`src/rtl/perm_arbiter.sv`:
```
// Round-robin arbiter sharing one perm core among NREQ requesters; a tag FIFO routes output blocks back to their owners.
// Optional sequence checker on err is built only when PERM_ARB_SEQCHK_EN is defined.
module perm_arbiter #(
  parameter int NREQ      = 4,
  parameter int TAG_DEPTH = 4
) (
  input  logic                clk,
  input  logic                reset,
  input  logic [NREQ-1:0]     req,
  input  logic [NREQ*200-1:0] req_din,
  output logic [NREQ-1:0]     gnt,
  output logic [2:0]          gnt_ix,
  output logic                perm_pushin,
  output logic [2:0]          perm_dix,
  output logic [199:0]        perm_din,
  input  logic                perm_pushout,
  input  logic [2:0]          perm_doutix,
  input  logic [199:0]        perm_dout,
  output logic [NREQ-1:0]     rsp_push,
  output logic [2:0]          rsp_ix,
  output logic [199:0]        rsp_dout,
  output logic                busy,
  output logic                err
);

  localparam int IW = $clog2(NREQ);
  localparam int PW = (TAG_DEPTH > 1) ? $clog2(TAG_DEPTH) : 1;
  localparam int CW = $clog2(TAG_DEPTH + 1);

  typedef enum logic {IDLE, ISSUE} state_t;

  state_t          state_reg;
  logic [2:0]      beat_reg;
  logic [IW-1:0]   cur_reg;
  logic [IW-1:0]   rr_last_reg;
  logic [IW-1:0]   tag_mem [TAG_DEPTH];
  logic [PW-1:0]   wr_ptr_reg;
  logic [PW-1:0]   rd_ptr_reg;
  logic [CW-1:0]   count_reg;

  logic            issuing;
  logic            eligible;
  logic            fifo_empty;
  logic            fifo_full;
  logic            push;
  logic            pop;
  logic            do_push;
  logic [IW-1:0]   head;
  logic [IW-1:0]   winner;
  logic [IW-1:0]   cand_ix;
  logic            found;

  assign issuing    = (state_reg == ISSUE);
  assign fifo_empty = (count_reg == '0);
  assign fifo_full  = (count_reg == CW'(TAG_DEPTH));
  assign eligible   = (|req) && !fifo_full;
  assign head       = tag_mem[rd_ptr_reg];

  assign push    = issuing && (beat_reg == 3'd0);
  assign pop     = perm_pushout && (perm_doutix == 3'd7) && !fifo_empty;
  assign do_push = push && (!fifo_full || pop);

  // Search starts just after the previous winner so the last winner has lowest priority.
  always_comb begin
    winner  = '0;
    found   = 1'b0;
    cand_ix = '0;
    for (int k = 1; k <= NREQ; k++) begin
      cand_ix = IW'((int'(rr_last_reg) + k) % NREQ);
      if (!found && req[cand_ix]) begin
        winner = cand_ix;
        found  = 1'b1;
      end
    end
  end

  genvar gi;
  generate
    for (gi = 0; gi < NREQ; gi++) begin : g_onehot
      assign gnt[gi]      = issuing && (cur_reg == IW'(gi));
      assign rsp_push[gi] = perm_pushout && !fifo_empty && (head == IW'(gi));
    end
  endgenerate

  assign gnt_ix      = beat_reg;
  assign perm_pushin = issuing;
  assign perm_dix    = beat_reg;
  assign perm_din    = req_din[int'(cur_reg)*200 +: 200];
  assign rsp_ix      = perm_doutix;
  assign rsp_dout    = perm_dout;
  assign busy        = issuing || !fifo_empty;

  always_ff @(posedge clk) begin
    if (reset) begin
      state_reg   <= IDLE;
      beat_reg    <= 3'd0;
      cur_reg     <= '0;
      rr_last_reg <= IW'(NREQ - 1);
    end else begin
      case (state_reg)
        IDLE: begin
          if (eligible) begin
            cur_reg     <= winner;
            rr_last_reg <= winner;
            beat_reg    <= 3'd0;
            state_reg   <= ISSUE;
          end
        end
        default: begin
          if (beat_reg != 3'd7) begin
            beat_reg <= beat_reg + 3'd1;
          end else if (eligible) begin
            cur_reg     <= winner;
            rr_last_reg <= winner;
            beat_reg    <= 3'd0;
          end else begin
            state_reg <= IDLE;
          end
        end
      endcase
    end
  end

  always_ff @(posedge clk) begin
    if (reset) begin
      wr_ptr_reg <= '0;
      rd_ptr_reg <= '0;
      count_reg  <= '0;
    end else begin
      if (do_push) wr_ptr_reg <= wr_ptr_reg + PW'(1);
      if (pop)     rd_ptr_reg <= rd_ptr_reg + PW'(1);
      case ({do_push, pop})
        2'b10:   count_reg <= count_reg + CW'(1);
        2'b01:   count_reg <= count_reg - CW'(1);
        default: count_reg <= count_reg;
      endcase
    end
  end

  always_ff @(posedge clk) begin
    if (do_push) tag_mem[wr_ptr_reg] <= cur_reg;
  end

`ifdef PERM_ARB_SEQCHK_EN
  logic [2:0] exp_ix_reg;
  logic       err_reg;

  always_ff @(posedge clk) begin
    if (reset) begin
      exp_ix_reg <= 3'd0;
      err_reg    <= 1'b0;
    end else begin
      if (perm_pushout) exp_ix_reg <= exp_ix_reg + 3'd1;
      if ((perm_pushout && fifo_empty) ||
          (perm_pushout && (perm_doutix != exp_ix_reg)) ||
          (push && fifo_full && !pop))
        err_reg <= 1'b1;
    end
  end

  assign err = err_reg;
`else
  assign err = 1'b0;
`endif

endmodule

```
`config.mk`:
```
export PLATFORM = sky130hd
export DESIGN_NAME = perm_arbiter
export DESIGN_NICKNAME = d
export VERILOG_FILES = /design/src/rtl/perm_arbiter.sv
export SDC_FILE = /design/constraint.sdc
export NUM_CORES = 1
export LEC_CHECK = 0
export BUFFER_PORTS_ARGS = -buffer_cell sky130_fd_sc_hd__buf_2
export CAP_MARGIN = 20
export CORE_AREA = 5 5 549 551
export DETAILED_ROUTE_END_ITERATION = 12
export DIE_AREA = 0 0 554 556
export GPL_TIMING_DRIVEN = 0
export MAX_ROUTING_LAYER = met4
export PLACE_DENSITY_LB_ADDON = 0.3
export SLEW_MARGIN = 20
export SYNTH_ARGS = -nofsm -noshare
export SYNTH_HDL_FRONTEND = slang
export SYNTH_SLANG_ARGS = --single-unit
```
`constraint.sdc`:
```
create_clock -name clk -period 5.3 [get_ports clk]
set_input_delay 0.795 -clock clk [delete_from_list [all_inputs] [get_ports clk]]
set_output_delay 0.795 -clock clk [all_outputs]
set_load 0.005 [all_outputs]
```
==> metrics.txt, run 1 <==
# TYPE chip_impl_metric gauge
chip_impl_metric{name="number_of_flip_flops_in_the_largest_register",unit=""} 8
chip_impl_metric{name="power_leakage",unit="nW"} 7.642
chip_impl_metric{name="io_pins",unit=""} 1430
chip_impl_metric{name="pre_repair_dr_iteration_count",unit=""} 5
chip_impl_metric{name="timing.fmax",unit="GHz"} 0.2369
chip_impl_metric{name="num-nets-final",unit=""} 2827
chip_impl_info{name="cts_tree",value="yes"} 1
chip_impl_metric{name="final_hold_viol_count",unit=""} 0
chip_impl_metric{name="grt_max_degree",unit=""} 16
chip_impl_metric{name="fin_crit_sh",unit=""} 0.7966
chip_impl_info{name="run_status",value="completed"} 1
chip_impl_info{name="commonest_cells_after_routing_fill_and_taps_aside",value="1248 x buf_2, 213 x buf_4, 202 x mux4_2"} 1
chip_impl_metric{name="clkLatencyLatePin",unit="ns"} 0.26
chip_impl_metric{name="clock_sink_count",unit=""} 25
chip_impl_metric{name="cts.htree.levels",unit=""} 1
chip_impl_metric{name="chipHeight",unit="µm"} 556
chip_impl_metric{name="fin_skew",unit="ns"} 0.001929
chip_impl_metric{name="timing.final.crit_period",unit="ns"} 4.222
chip_impl_metric{name="place_ws",unit="ns"} 1.207
chip_impl_metric{name="placed_cells",unit=""} 5743
chip_impl_metric{name="initial_antenna_violation_count",unit=""} 347
chip_impl_metric{name="postSynthAreaPerCell",unit="µm²"} 13.11
chip_impl_metric{name="stdcell_count",unit=""} 5970
chip_impl_metric{name="number_of_buffers_created_by_cts",unit=""} 3
chip_impl_metric{name="finalSetupViolCount",unit=""} 0
chip_impl_metric{name="post_synth_xor_area_fraction",unit=""} 0.003479
chip_impl_metric{name="post_cts.resized_instances",unit=""} 0
chip_impl_metric{name="avgRoutedWirePerCell",unit="µm"} 35.54
chip_impl_metric{name="yosysWarnings",unit=""} 0
chip_impl_metric{name="clkTransAtPathRegs",unit="ns"} 0.07
chip_impl_metric{name="overall_power_after_layout",unit="W"} 0.002543
chip_impl_info{name="timing.setup.critical_path_class",value="flip-flop to output pin"} 1
chip_impl_metric{name="tightestPinTransition",unit="ns"} 1.186
chip_impl_info{name="most_frequent_standard_cell_in_the_layout_excluding_fill_and_tap_cells",value="buf_2"} 1
chip_impl_metric{name="global_route_wire_length_before_repair",unit="mm"} 240.7
chip_impl_metric{name="synth.yosys.seq_area_share",unit=""} 0.07686
chip_impl_metric{name="finalWirelength",unit="mm"} 212.2
chip_impl_metric{name="post_synth_num_cell_types",unit=""} 46
chip_impl_metric{name="post-route-worst-setup-slack",unit="ns"} 1.078
chip_impl_metric{name="core_area",unit="µm²"} 295800
chip_impl_metric{name="placement.io_buffers",unit=""} 1227
chip_impl_info{name="min_path_type",value="flip-flop to flip-flop"} 1
chip_impl_metric{name="relSlewSlack",unit=""} 0.2094
chip_impl_metric{name="yosys-mux-area-fraction",unit=""} 0.6078
chip_impl_metric{name="final_antenna_net_count",unit=""} 0
chip_impl_metric{name="maxCapViolCount",unit=""} 0
chip_impl_metric{name="synth-edff-count",unit=""} 8
chip_impl_metric{name="synth-adder-area-share",unit=""} 0.01425
chip_impl_metric{name="crit_fanout",unit=""} 10
chip_impl_metric{name="report.final.slew_viol_count",unit=""} 0
chip_impl_metric{name="grt_util_all_layers",unit=""} 0.1341
chip_impl_metric{name="synth_async_sr_flop_share",unit=""} 0
chip_impl_metric{name="dieArea",unit="µm²"} 308000
chip_impl_metric{name="holdBufCountCts",unit=""} 0
chip_impl_metric{name="power.density_cell_area",unit="nW/µm²"} 131.8
chip_impl_metric{name="areaGrowthSynthToFinish",unit="%"} 155.5
chip_impl_metric{name="initial_utilization",unit=""} 0.02554
chip_impl_metric{name="number_of_instances_in_the_synthesized_netlist",unit=""} 576
chip_impl_metric{name="drtIter0Drc",unit=""} 1026
chip_impl_metric{name="cts.repair_timing.setup_buffer_count",unit=""} 0
chip_impl_metric{name="gp_congestion",unit=""} 1.319
chip_impl_metric{name="floorplan.rows",unit=""} 200
chip_impl_metric{name="route.vias.total",unit=""} 13370
chip_impl_metric{name="share_of_final_layout_standard_cells_stronger_than_drive_strength_1",unit=""} 0.9275
chip_impl_metric{name="grt_overflow_total",unit=""} 0
chip_impl_metric{name="setup_tns",unit="ns"} 0
chip_impl_metric{name="required",unit="ns"} 4.51
chip_impl_info{name="setup.worst_path.end_class",value="output pin"} 1
chip_impl_info{name="ys_dominant_reg_cell",value="dfxtp_1"} 1
chip_impl_metric{name="timing.critical_path.arrival",unit="ns"} 3.43
chip_impl_metric{name="routed_via_density",unit=""} 2.239
chip_impl_info{name="grt_setup_unrepaired",value="false"} 1
chip_impl_info{name="synth_top_family_by_area",value="multiplexers"} 1
chip_impl_metric{name="fraction_of_the_mapped_netlist_area_in_simple_logic_gates",unit=""} 0.03744
chip_impl_metric{name="detail_route.drc_violations",unit=""} 0
chip_impl_info{name="ctsRootBufferMaster",value="clkbuf_16"} 1
chip_impl_metric{name="worst_ir_drop_vdd",unit="V"} 0.0001145
chip_impl_metric{name="die_x",unit="µm"} 554
chip_impl_metric{name="synth.cell_area",unit="µm²"} 7553
chip_impl_metric{name="dp_hpwl",unit="mm"} 203.9
chip_impl_metric{name="synthesized_flop_and_latch_total",unit=""} 25
chip_impl_metric{name="final.hold.worst_slack",unit="ns"} 0.5296
chip_impl_metric{name="grt_pass1_vias",unit=""} 13080
chip_impl_info{name="critPathLaunchType",value="flip-flop"} 1
chip_impl_metric{name="synth-compound-area-share",unit=""} 0.02054
chip_impl_metric{name="cts.path.max_buffers",unit=""} 2
chip_impl_metric{name="synthesis.nets",unit=""} 1594
[kinds of logic (layout without fill, tap and decap cells)]
group	count (synthesis)	count (layout)
DFF	25	25
other	1	224
and+or+nand+nor	51	51
adders and majority gates	8	8
muxes	206	206
AOI/OAI and AO/OA	20	20
buffers and inverters	262	1494
xor gates and xnor gates	3	3
[cells in the mapped netlist, drive strengths merged (2+ instances only)]
cell | n | area share
nor2b | 2 | 0.0017
xor2 | 2 | 0.0023
nor2 | 15 | 0.0075
buf | 242 | 0.23
ha | 7 | 0.012
nor3 | 2 | 0.0013
o21ai | 2 | 0.0013
and3 | 4 | 0.0040
mux4 | 202 | 0.60
dfxtp | 17 | 0.045
inv | 7 | 0.0035
a21oi | 5 | 0.0033
or4 | 2 | 0.0025
nand2b | 5 | 0.0041
and2 | 4 | 0.0033
nor3b | 3 | 0.0030
edfxtp | 8 | 0.032
nand3 | 2 | 0.0013
a22oi | 2 | 0.0020
a31oi | 2 | 0.0017
mux2i | 3 | 0.0040
clkbuf | 13 | 0.0065
nand2 | 6 | 0.0030
[layout make-up]
cell class / count / area [µm²]
fill: 35170 / 276500
timing repair buffer: 1228 / 6168
multi-input combinational: 289 / 5166
tap: 3939 / 4928
buffer: 255 / 1788
sequential: 25 / 580.6
antenna: 223 / 558.0
clock buffer: 3 / 75.07
inverter: 7 / 26.28
clock inverter: 1 / 7.507
[through the flow]
stage,utilization,area (µm²)
2_1_floorplan,-,7553
3_3_place_gp,0.06296,18620
3_5_place_dp,0.06308,18660
4_1_cts,0.06336,18740
5_1_grt,0.06506,19240
6_report,0.06525,19300
[path summary, 6_finish.rpt]
kind	start	end	slack, ns	cells past startpoint
worst max-delay path	cur_reg[1]	perm_din[104]	1.08	5
worst min-delay path	cur_reg[1]	tag_mem[1][1]	0.53	0
worst max register to register	cur_reg[1]	cur_reg[1]	2.63	5
worst min register to register	cur_reg[1]	tag_mem[1][1]	0.53	0
[critical path, cell delays in order, from the launching register on]
cell     delay [ns]
dfxtp_1        0.40
buf_2          0.60
buf_2          0.61
buf_1          0.86
mux4_2         0.44
buf_2          0.17
[power breakdown]
group	leakage (nW)	switching, W	internal [W]
clock	0.0385	0.0000700	0.000102
combinational	7.39	0.00127	0.000874
sequential	0.214	0.0000133	0.000210
total	7.64	0.00136	0.00119
[routing by layer]
metal | vias to the layer above | share of wire | track usage | routed length, µm
li1 | 4911 | - | - | -
met1 | 6425 | 0.38 | 0.1439 | 80640
met2 | 1648 | 0.39 | 0.1859 | 83600
met3 | 384 | 0.19 | 0.1149 | 40950
met4 | 0 | 0.033 | 0.02908 | 6980
met5 | - | 0 | - | 0
Note: power is estimated with default switching activity, not from simulation.
==> run 2: changes to the inputs <==
--- a/config.mk
+++ b/config.mk
@@ -7,9 +7,9 @@
 export LEC_CHECK = 0
 export BUFFER_PORTS_ARGS = -buffer_cell sky130_fd_sc_hd__buf_2
 export CAP_MARGIN = 20
-export CORE_AREA = 5 5 549 551
+export CORE_AREA = 5 5 552 554
 export DETAILED_ROUTE_END_ITERATION = 12
-export DIE_AREA = 0 0 554 556
+export DIE_AREA = 0 0 557 559
 export GPL_TIMING_DRIVEN = 0
 export MAX_ROUTING_LAYER = met4
 export PLACE_DENSITY_LB_ADDON = 0.3
==> constraint.sdc (replaced) <==
create_clock -name clk -period 3.6 [get_ports clk]
set_input_delay 0.54 -clock clk [delete_from_list [all_inputs] [get_ports clk]]
set_output_delay 0.54 -clock clk [all_outputs]
set_load 0.005 [all_outputs]
==> run 2 against run 1 <==
Against the previous run:
- count of clock-buffer cells in the layout is the same
- clock skew is essentially flat
- sequential share of layout area is essentially flat
==> metrics.txt, run 2 (synthesized netlist as in run 1, its figures left out) <==
# TYPE chip_impl_metric gauge
chip_impl_metric{name="fin_crit_sh",unit=""} 0.9218
chip_impl_metric{name="final_core_util",unit=""} 0.06450
chip_impl_info{name="timing.setup.critical_path_class",value="flip-flop to output pin"} 1
chip_impl_metric{name="grt_max_degree",unit=""} 15
chip_impl_metric{name="power_leakage",unit="nW"} 7.644
chip_impl_metric{name="holdBufCountCts",unit=""} 0
chip_impl_metric{name="final_antenna_net_count",unit=""} 0
chip_impl_metric{name="post_layout_inst_area",unit="µm²"} 19290
chip_impl_metric{name="grt_pass1_vias",unit=""} 12910
chip_impl_metric{name="pre_repair_dr_iteration_count",unit=""} 6
chip_impl_metric{name="global_route_wire_length_before_repair",unit="mm"} 242.7
chip_impl_metric{name="areaGrowthSynthToFinish",unit="%"} 155.3
chip_impl_info{name="grt_setup_unrepaired",value="false"} 1
chip_impl_metric{name="dieArea",unit="µm²"} 311400
chip_impl_metric{name="report.final.slew_viol_count",unit=""} 0
chip_impl_metric{name="worst_ir_drop_vdd",unit="V"} 0.0001063
chip_impl_metric{name="tightestPinTransition",unit="ns"} 0.8648
chip_impl_info{name="reg2reg_from",value="gnt_ix[0]"} 1
chip_impl_metric{name="placement.io_buffers",unit=""} 1227
chip_impl_info{name="ctsRootBufferMaster",value="clkbuf_16"} 1
chip_impl_metric{name="timing.fmax",unit="GHz"} 0.3014
chip_impl_metric{name="dp_hpwl",unit="mm"} 207.9
chip_impl_metric{name="placed_area",unit="µm²"} 18650
chip_impl_metric{name="cts.path.max_buffers",unit=""} 2
chip_impl_metric{name="cts.repair_timing.setup_buffer_count",unit=""} 0
chip_impl_metric{name="floorplan.rows",unit=""} 201
chip_impl_metric{name="core_area",unit="µm²"} 299000
chip_impl_metric{name="num-nets-final",unit=""} 2826
chip_impl_metric{name="detail_route.drc_violations",unit=""} 0
chip_impl_metric{name="power.density_cell_area",unit="nW/µm²"} 188.8
chip_impl_metric{name="clkLatencyLatePin",unit="ns"} 0.25
chip_impl_info{name="run_status",value="completed"} 1
chip_impl_metric{name="finalWirelength",unit="mm"} 215.4
chip_impl_metric{name="required",unit="ns"} 3.06
chip_impl_metric{name="cts.htree.levels",unit=""} 1
chip_impl_metric{name="final_hold_viol_count",unit=""} 0
chip_impl_metric{name="finalSetupViolCount",unit=""} 0
chip_impl_metric{name="number_of_flip_flops_in_the_largest_register",unit=""} 8
chip_impl_metric{name="post_cts.resized_instances",unit=""} 18
chip_impl_metric{name="reg2reg_setup_slack",unit="ns"} 1.30
chip_impl_metric{name="relSlewSlack",unit=""} 0.4235
chip_impl_metric{name="io_pins",unit=""} 1430
chip_impl_info{name="setup.worst_path.end_class",value="output pin"} 1
chip_impl_metric{name="chipHeight",unit="µm"} 559
chip_impl_metric{name="route.vias.total",unit=""} 13120
chip_impl_info{name="cp-endpoint",value="perm_din[133]"} 1
chip_impl_metric{name="initial_utilization",unit=""} 0.02526
chip_impl_metric{name="crit_fanout",unit=""} 10
chip_impl_metric{name="clkTransAtPathRegs",unit="ns"} 0.06
chip_impl_info{name="critPathLaunch",value="cur_reg[1]"} 1
chip_impl_info{name="cts_tree",value="yes"} 1
chip_impl_info{name="rr_endpoint",value="count_reg[2]"} 1
chip_impl_info{name="commonest_cells_after_routing_fill_and_taps_aside",value="1238 x buf_2, 222 x buf_4, 202 x mux4_2"} 1
chip_impl_metric{name="fin_skew",unit="ns"} 0.001895
chip_impl_metric{name="share_of_final_layout_standard_cells_stronger_than_drive_strength_1",unit=""} 0.9292
chip_impl_metric{name="initial_antenna_violation_count",unit=""} 356
chip_impl_metric{name="die_x",unit="µm"} 557
chip_impl_info{name="min_from",value="cur_reg[0]"} 1
chip_impl_metric{name="timing.final.crit_period",unit="ns"} 3.318
chip_impl_info{name="min_path_type",value="flip-flop to flip-flop"} 1
chip_impl_metric{name="drtIter0Drc",unit=""} 755
chip_impl_metric{name="reg2reg_depth",unit=""} 8
chip_impl_metric{name="avgRoutedWirePerCell",unit="µm"} 36.09
chip_impl_metric{name="routed_via_density",unit=""} 2.199
chip_impl_metric{name="maxCapViolCount",unit=""} 0
chip_impl_metric{name="number_of_buffers_created_by_cts",unit=""} 3
chip_impl_metric{name="grt_util_all_layers",unit=""} 0.1349
chip_impl_metric{name="clock_sink_count",unit=""} 25
chip_impl_info{name="most_frequent_standard_cell_in_the_layout_excluding_fill_and_tap_cells",value="buf_2"} 1
chip_impl_metric{name="gp_congestion",unit=""} 1.087
chip_impl_metric{name="grt_overflow_total",unit=""} 0
chip_impl_metric{name="timing.critical_path.arrival",unit="ns"} 2.78
chip_impl_info{name="critPathLaunchType",value="flip-flop"} 1
-- run 2: cell type report --
class / count / area, µm²
multi-input cells: 289 / 5166
well taps: 3958 / 4952
clock buffers: 3 / 75.07
fillers: 35440 / 279700
inverters: 7 / 26.28
flip-flops and latches: 25 / 580.6
plain buffers: 255 / 1833
diodes: 203 / 508.0
repair buffers: 1227 / 6141
clock inverters: 1 / 5.005
-- run 2: power breakdown --
part | total [W] | internal [W] | switching (W) | leakage (nW)
clock network | 0.000245 | 0.000149 | 0.0000952 | 0.0422
registers | 0.000330 | 0.000309 | 0.0000206 | 0.214
logic | 0.00307 | 0.00129 | 0.00178 | 7.39
-- run 2: critical path, cell delays in order (launching register included) --
cell,delay (ns)
dfxtp_1,0.41
buf_4,0.37
buf_4,0.42
buf_1,0.66
mux4_2,0.45
buf_2,0.16
-- run 2: worst min path at each step --
stage / endpoint / slack [ns] / depth (start not counted)
floorplan: tag_mem[0][0] / 0.45 / 0
global placement: rr_last_reg[0] / 0.50 / 2
detailed placement: rr_last_reg[0] / 0.52 / 2
CTS: rr_last_reg[0] / 0.54 / 2
global route: tag_mem[0][1] / 0.56 / 0
finish: tag_mem[2][0] / 0.53 / 0
-- run 2: stage by stage --
| step | TNS [ns] | hold WS, ns | instances | total power (W) | worst slack, ns |
|---|---|---|---|---|---|
| after global routing | 0 | 0.5638 | 5948 | 0.003855 | 0.004177 |
| after floorplan | 0 | 0.4548 | 576 | 0.001363 | 1.573 |
| after global placement | -29.25 | 0.5024 | 5761 | 0.003498 | -0.6966 |
| after detailed placement | -23.95 | 0.5217 | 5761 | 0.003508 | -0.5404 |
| after CTS | 0 | 0.5369 | 5765 | 0.003776 | 0.03745 |
| final | 0 | 0.5336 | 5968 | 0.003640 | 0.2817 |
-- run 2: metal layers --
layer	global-route usage	routed length [µm]	vias up
met5	-	0	-
met4	0.03898	9966	0
met3	0.08508	34520	482
met2	0.2029	90570	1619
met1	0.1466	80310	6140
li1	-	-	4882
